`src/rtl/npu_axil_regs.sv`:
```
// npu_axil_regs: AXI-Lite control/status register file for the NPU.
// Turns host writes into pulses/config and serves status reads.
module npu_axil_regs #(
   parameter int AXIL_ADDR_WIDTH = 32,
   parameter int AXIL_DATA_WIDTH = 32,
   parameter int PE_ROWS         = 16,
   parameter int PE_COLS         = 16
) (
   input  logic                       clk,
   input  logic                       rst_n,
   input  logic [AXIL_ADDR_WIDTH-1:0] s_axil_awaddr,
   input  logic                       s_axil_awvalid,
   output logic                       s_axil_awready,
   input  logic [AXIL_DATA_WIDTH-1:0] s_axil_wdata,
   input  logic [3:0]                 s_axil_wstrb,
   input  logic                       s_axil_wvalid,
   output logic                       s_axil_wready,
   output logic [1:0]                 s_axil_bresp,
   output logic                       s_axil_bvalid,
   input  logic                       s_axil_bready,
   input  logic [AXIL_ADDR_WIDTH-1:0] s_axil_araddr,
   input  logic                       s_axil_arvalid,
   output logic                       s_axil_arready,
   output logic [AXIL_DATA_WIDTH-1:0] s_axil_rdata,
   output logic [1:0]                 s_axil_rresp,
   output logic                       s_axil_rvalid,
   input  logic                       s_axil_rready,
   input  logic                       npu_busy,
   input  logic                       npu_done_evt,
   input  logic                       npu_err_evt,
   input  logic                       dma_busy,
   input  logic                       dma_done_evt,
   output logic                       npu_start,
   output logic                       npu_soft_rst,
   output logic                       dma_start,
   output logic [31:0]                dma_src,
   output logic [31:0]                dma_dst,
   output logic [23:0]                dma_len,
   output logic                       irq
);

   localparam logic [11:0] A_CTRL     = 12'h000;
   localparam logic [11:0] A_STATUS   = 12'h004;
   localparam logic [11:0] A_IRQ_EN   = 12'h008;
   localparam logic [11:0] A_IRQ_ST   = 12'h00C;
   localparam logic [11:0] A_VERSION  = 12'h010;
   localparam logic [11:0] A_CONFIG   = 12'h014;
   localparam logic [11:0] A_PERF     = 12'h020;
   localparam logic [11:0] A_DMA_CTRL = 12'h100;
   localparam logic [11:0] A_DMA_STAT = 12'h104;
   localparam logic [11:0] A_DMA_SRC  = 12'h108;
   localparam logic [11:0] A_DMA_DST  = 12'h10C;
   localparam logic [11:0] A_DMA_LEN  = 12'h110;

   localparam logic [1:0] RESP_OKAY   = 2'b00;
   localparam logic [1:0] RESP_SLVERR = 2'b10;

   logic        r_bvalid;
   logic [1:0]  r_bresp;
   logic        r_rvalid;
   logic [1:0]  r_rresp;
   logic [31:0] r_rdata;
   logic        r_npu_start;
   logic        r_npu_soft_rst;
   logic        r_dma_start;
   logic [2:0]  r_irq_en;
   logic [2:0]  r_irq_st;
   logic        r_irq;
   logic [31:0] r_perf_cnt;
   logic [31:0] r_dma_src;
   logic [31:0] r_dma_dst;
   logic [23:0] r_dma_len;

   logic        w_wr_acc;
   logic        w_rd_acc;
   logic [11:0] w_waddr;
   logic [11:0] w_raddr;
   logic [31:0] w_wdata;
   logic [31:0] w_wmask;
   logic        w_wr_map;
   logic [31:0] w_rdata;
   logic [1:0]  w_rresp;
   logic [2:0]  w_w1c;
   logic [2:0]  w_evt;
   logic        w_unused;

   assign w_waddr  = s_axil_awaddr[11:0];
   assign w_raddr  = s_axil_araddr[11:0];
   assign w_wdata  = s_axil_wdata[31:0];
   assign w_wmask  = {{8{s_axil_wstrb[3]}}, {8{s_axil_wstrb[2]}},
                      {8{s_axil_wstrb[1]}}, {8{s_axil_wstrb[0]}}};
   assign w_unused = ^{s_axil_awaddr[AXIL_ADDR_WIDTH-1:12],
                       s_axil_araddr[AXIL_ADDR_WIDTH-1:12]};

   // AW and W are only ever taken together, and never while B is pending
   assign w_wr_acc = s_axil_awvalid & s_axil_wvalid & ~r_bvalid;
   assign w_rd_acc = s_axil_arvalid & ~r_rvalid;

   assign s_axil_awready = w_wr_acc;
   assign s_axil_wready  = w_wr_acc;
   assign s_axil_arready = w_rd_acc;
   assign s_axil_bvalid  = r_bvalid;
   assign s_axil_bresp   = r_bresp;
   assign s_axil_rvalid  = r_rvalid;
   assign s_axil_rresp   = r_rresp;
   assign s_axil_rdata   = r_rdata;
   assign npu_start      = r_npu_start;
   assign npu_soft_rst   = r_npu_soft_rst;
   assign dma_start      = r_dma_start;
   assign dma_src        = r_dma_src;
   assign dma_dst        = r_dma_dst;
   assign dma_len        = r_dma_len;
   assign irq            = r_irq;

   always_comb begin
      w_wr_map = 1'b0;
      case (w_waddr)
         A_CTRL, A_STATUS, A_IRQ_EN, A_IRQ_ST,
         A_VERSION, A_CONFIG, A_PERF, A_DMA_CTRL,
         A_DMA_STAT, A_DMA_SRC, A_DMA_DST, A_DMA_LEN:
            w_wr_map = 1'b1;
         default: w_wr_map = 1'b0;
      endcase
   end

   assign w_w1c = (w_wr_acc && w_waddr == A_IRQ_ST && s_axil_wstrb[0])
                  ? w_wdata[2:0] : 3'b000;
   assign w_evt = {dma_done_evt, npu_err_evt, npu_done_evt};

   always_comb begin
      w_rdata = 32'h0;
      w_rresp = RESP_OKAY;
      case (w_raddr)
         A_CTRL:     w_rdata = 32'h0;
         A_STATUS:   w_rdata = {30'b0, r_irq_st[1], npu_busy};
         A_IRQ_EN:   w_rdata = {29'b0, r_irq_en};
         A_IRQ_ST:   w_rdata = {29'b0, r_irq_st};
         A_VERSION:  w_rdata = 32'h0001_0000;
         A_CONFIG:   w_rdata = {16'b0, 8'(PE_COLS), 8'(PE_ROWS)};
         A_PERF:     w_rdata = r_perf_cnt;
         A_DMA_CTRL: w_rdata = 32'h0;
         A_DMA_STAT: w_rdata = {31'b0, dma_busy};
         A_DMA_SRC:  w_rdata = r_dma_src;
         A_DMA_DST:  w_rdata = r_dma_dst;
         A_DMA_LEN:  w_rdata = {8'b0, r_dma_len};
         default:    w_rresp = RESP_SLVERR;
      endcase
   end

   always_ff @(posedge clk or negedge rst_n) begin
      if (!rst_n) begin
         r_bvalid       <= 1'b0;
         r_bresp        <= RESP_OKAY;
         r_npu_start    <= 1'b0;
         r_npu_soft_rst <= 1'b0;
         r_dma_start    <= 1'b0;
         r_irq_en       <= 3'b0;
         r_dma_src      <= 32'h0;
         r_dma_dst      <= 32'h0;
         r_dma_len      <= 24'h0;
      end else begin
         r_npu_start    <= w_wr_acc && w_waddr == A_CTRL &&
                           s_axil_wstrb[0] && w_wdata[0];
         r_npu_soft_rst <= w_wr_acc && w_waddr == A_CTRL &&
                           s_axil_wstrb[0] && w_wdata[1];
         r_dma_start    <= w_wr_acc && w_waddr == A_DMA_CTRL &&
                           s_axil_wstrb[0] && w_wdata[0];
         if (r_bvalid && s_axil_bready) begin
            r_bvalid <= 1'b0;
         end else if (w_wr_acc) begin
            r_bvalid <= 1'b1;
            r_bresp  <= w_wr_map ? RESP_OKAY : RESP_SLVERR;
         end
         if (w_wr_acc) begin
            if (w_waddr == A_IRQ_EN && s_axil_wstrb[0])
               r_irq_en <= w_wdata[2:0];
            if (w_waddr == A_DMA_SRC)
               r_dma_src <= (r_dma_src & ~w_wmask) | (w_wdata & w_wmask);
            if (w_waddr == A_DMA_DST)
               r_dma_dst <= (r_dma_dst & ~w_wmask) | (w_wdata & w_wmask);
            if (w_waddr == A_DMA_LEN)
               r_dma_len <= (r_dma_len & ~w_wmask[23:0]) |
                            (w_wdata[23:0] & w_wmask[23:0]);
         end
      end
   end

   // Event set has priority over a same-cycle W1C
   always_ff @(posedge clk or negedge rst_n) begin
      if (!rst_n) begin
         r_irq_st   <= 3'b0;
         r_irq      <= 1'b0;
         r_perf_cnt <= 32'h0;
      end else begin
         r_irq_st <= (r_irq_st & ~w_w1c) | w_evt;
         r_irq    <= |(r_irq_st & r_irq_en);
         if (w_wr_acc && w_waddr == A_PERF)
            r_perf_cnt <= 32'h0;
         else if (npu_busy)
            r_perf_cnt <= r_perf_cnt + 32'd1;
      end
   end

   always_ff @(posedge clk or negedge rst_n) begin
      if (!rst_n) begin
         r_rvalid <= 1'b0;
         r_rresp  <= RESP_OKAY;
         r_rdata  <= 32'h0;
      end else if (r_rvalid && s_axil_rready) begin
         r_rvalid <= 1'b0;
      end else if (w_rd_acc) begin
         r_rvalid <= 1'b1;
         r_rresp  <= w_rresp;
         r_rdata  <= w_rdata;
      end
   end

endmodule

```
`config.mk`:
```
export PLATFORM = sky130hd
export DESIGN_NAME = npu_axil_regs
export DESIGN_NICKNAME = d
export VERILOG_FILES = /design/src/rtl/npu_axil_regs.sv
export SDC_FILE = /design/constraint.sdc
export NUM_CORES = 1
export LEC_CHECK = 0
export ABC_AREA = 0
export BUFFER_PORTS_ARGS = -buffer_cell sky130_fd_sc_hd__buf_2
export CORE_ASPECT_RATIO = 1.2
export CORE_MARGIN = 4
export CORE_UTILIZATION = 51
export DETAILED_ROUTE_END_ITERATION = 10
export PLACE_DENSITY_LB_ADDON = 0.08
export SETUP_SLACK_MARGIN = 0.15
export SLEW_MARGIN = 20
export SYNTH_ARGS = -nofsm -noshare
export SYNTH_HDL_FRONTEND = slang
export SYNTH_SLANG_ARGS = --single-unit
export TNS_END_PERCENT = 1
```
`constraint.sdc`:
```
create_clock -name clk -period 2.6 [get_ports clk]
set_clock_uncertainty 0.15 [all_clocks]
set_input_delay 0 -clock clk [delete_from_list [all_inputs] [get_ports clk]]
set_output_delay 0 -clock clk [all_outputs]
set_load 0.03 [all_outputs]
```
==> metrics.txt <==
status=finished, final reports clean; FF+latch count, synth=166; worst-path cell chain=inv_1 > nand3_1 > inv_1 > and4_1 > nor2b_2 > nand2_1 > mux2_2; Crit. Startpoint=s_axil_bvalid$_DFFE_PN0P_; Die Width=119.1 um; Hold Crit Depth=3; vias=6,403; Placer Congestion=0.8422; most common cell after layout, fill and taps aside=buf_2; die area=16,820 sq um; critical path type=flip-flop to flip-flop; gr usage total=26.39%; cell taking the most area after synthesis=dfrtp_1; CTS tree=built; DRC=0; Pwr per Cell Area=641.5 nW/um^2; final wirelength=22,140 um; met2 wire len=11,190 um; final cell count without fillers=1,133; synthesized area per cell=11.78 sq um; Pleak=0.005173 uW; Max Slew Vio Count=0; Achievable Freq=0.4046 GHz; synth unique cells=55; commonest non-fill, non-tap cells in the layout=201 x buf_2, 166 x dfrtp_1, 112 x mux2_2, 75 x nor2_1, 72 x dlygate4sd3_1; Pint=4808 uW; min cycle time layout=2.472 ns; critical path arrival=2.62 ns; Cells after Synth=641; PortBufs=202; clock-pin slew of the registers on the worst-case setup and hold paths=0.06 ns; NetSw=1751 uW; CTS Sinks=166; Vias per Instance=5.651; Die H=141.3 um; placed cells=1,030; DR top layer=met4; nets=1,034; CP max stage cell=dfrtp_1; WL/cell=19.54 um; Syn Std Cell Area=7550 sq um; Slew HR=55.43%; Bufs on Longest Clock Path=2; Slew @ Worst Pin=0.6631 ns; Starting DRT DRC Count=549; Detailed Place HPWL=15,110 um; Setup TNS=0 ns; min-delay src=s_axil_araddr[2]; Setup violations, final=0; top_reg_cell synth=dfrtp_1; Yosys Warn Count=0; Area contributors post-synth=dfrtp_1 55%, mux2_2 17%, nor2_1 3.7%; fillcell total=1,077; antenna violations before repair=0; DR WL met3=1697 um; RSZ-0062 raised after global routing=true; number of hold violations in the final report=0; worst r2r src=s_axil_bvalid$_DFFE_PN0P_; Layout Cell Area excl Fill=10,230 sq um; EDFF count, synth=0; Hold Crit Class=primary input to flip-flop; Setup crit end kind=flip-flop; fin crit share=95.07%; drt pass-1 iters=7; initial core utilization=52.16%; floorplan row count=48; wl on met1=8914 um; area fraction of the dominant cell type after synthesis=55.02%; Core ar.=14,470 sq um; first-pass GRT wire length=35,210 um; Net Sw Frac=26.70%; crit path launch type=flip-flop; vias in the first global route=6,653; R2R cell count=7; Post-synth ARST share=100.0%; Post-DP Area=8853 sq um; share of cells above drive strength 1=40.09%; post-synthesis sequential area ratio=55.02%; R2R setup slack=0.13 ns; Critical Path Max Stage Delay=0.41 ns; Syn-to-layout area delta=35.45%; Hold EP=s_axil_rdata[12]$_DFFE_PN0P_; antenna cells=0; Max-Cap Viols=0; Sequential Power Share=44.0%; Gate power share=14.1%; num ports=245; Num CTS Buffers=17; H-tree depth=4; clock latency at the later pin of the worst-skew pair=0.42 ns; CTS root buf=clkbuf_16; Crit Path Max Fanout=8; Detail Route Antenna Nets=0; GRT overflow=0; CP most frequent cell=inv_1; clock share of power=41.9%; maximum vdd drop=0.3769 mV; WP data required=2.75 ns; maximum number of pins on one net before global-route repair=65
[cells by family (layout without fill, tap and decap cells)]
| kind of cell | after synthesis | count (layout) | synth area share, % |
|---|---|---|---|
| AND/OR/NAND/NOR | 185 | 185 | 12.36 |
| flip-flops | 166 | 166 | 55.02 |
| multiplexers | 117 | 117 | 17.53 |
| AO/OA/AOI/OAI | 97 | 97 | 8.800 |
| buffers and inverters | 43 | 334 | 2.469 |
| XOR/XNOR | 31 | 31 | 3.596 |
| adder cells (fa/ha/maj) | 1 | 1 | 0.1657 |
| other | 1 | 2 | 0.04967 |
[timing repair]
item,in CTS,in global routing
setup buffers,0,0
setup endpoints to repair,32,103
cloned,0,0
hold endpoints to repair,290,0
hold buffers,72,0
gates resized for setup,1,1
[per-stage QoR]
stage	util [%]	setup slack (ns)	power, uW	hold WS (ns)
2_1_floorplan	-	0.2441	3419	-0.4456
3_3_place_gp	61.17	0.2043	3750	-0.1318
3_5_place_dp	61.17	0.06228	3783	-0.1277
4_1_cts	70.63	0.1905	6602	0.007014
5_1_grt	70.65	0.03857	6841	0.03857
6_report	70.65	0.1282	6560	0.02468
[worst max-delay path, delay by kind of cell (launching register included)]
| family | cells | cell delay [ns] |
|---|---|---|
| multiplexers | 1 | 0.39 |
| buffers and inverters | 2 | 0.24 |
| AND/OR/NAND/NOR | 4 | 1.15 |
| flip-flops | 1 | 0.41 |
[power groups by stage]
stage / clock, uW / combinational [uW] / sequential (uW)
2_1_floorplan: 0 / 305 / 3110
3_3_place_gp: 0 / 828 / 2920
3_5_place_dp: 0 / 853 / 2930
4_1_cts: 2790 / 931 / 2880
5_1_grt: 2920 / 1020 / 2900
6_report: 2750 / 928 / 2890
[per-layer routing]
| metal | GRT usage [%] | up-vias |
|---|---|---|
| li1 | - | 2900 |
| met1 | 34.10 | 3180 |
| met2 | 43.97 | 292 |
| met3 | 6.699 | 31 |
| met4 | 8.237 | 0 |
| met5 | 0 | - |
[how the worst max path moves through the flow]
| stage | endpoint | slack, ns | depth (start not counted) |
|---|---|---|---|
| floorplan | flip-flop | 0.24 | 9 |
| global placement | flip-flop | 0.20 | 7 |
| detailed placement | flip-flop | 0.06 | 7 |
| CTS | s_axil_rdata[12]$_DFFE_PN0P_ | 0.19 | 8 |
| global route | flip-flop | 0.04 | 7 |
| finish | flip-flop | 0.13 | 7 |
[area by class of cell]
class | instances | area [sq um] | share of cell area, %
Multi-Input combinational cell | 433 | 3237 | 31.65
Tap cell | 200 | 250.2 | 2.447
Sequential cell | 166 | 4154 | 40.62
Timing Repair Buffer | 292 | 1898 | 18.56
Inverter | 11 | 41.29 | 0.4038
Clock inverter | 12 | 202.7 | 1.982
Clock buffer | 19 | 442.9 | 4.331
[Yosys cell counts (all sizes together) (4+ instances only)]
master,count
o21ai,10
and3,5
nor4,7
nand3,25
xor2,18
nor2,75
and4,4
mux2,112
buf,15
dfrtp,166
a22oi,10
xnor2,13
a21oi,39
clkbuf,17
nand4,12
inv,11
nand2,24
a222oi,21
nor3,11
or3,6
mux2i,4
(Power assumes the default switching activity.)
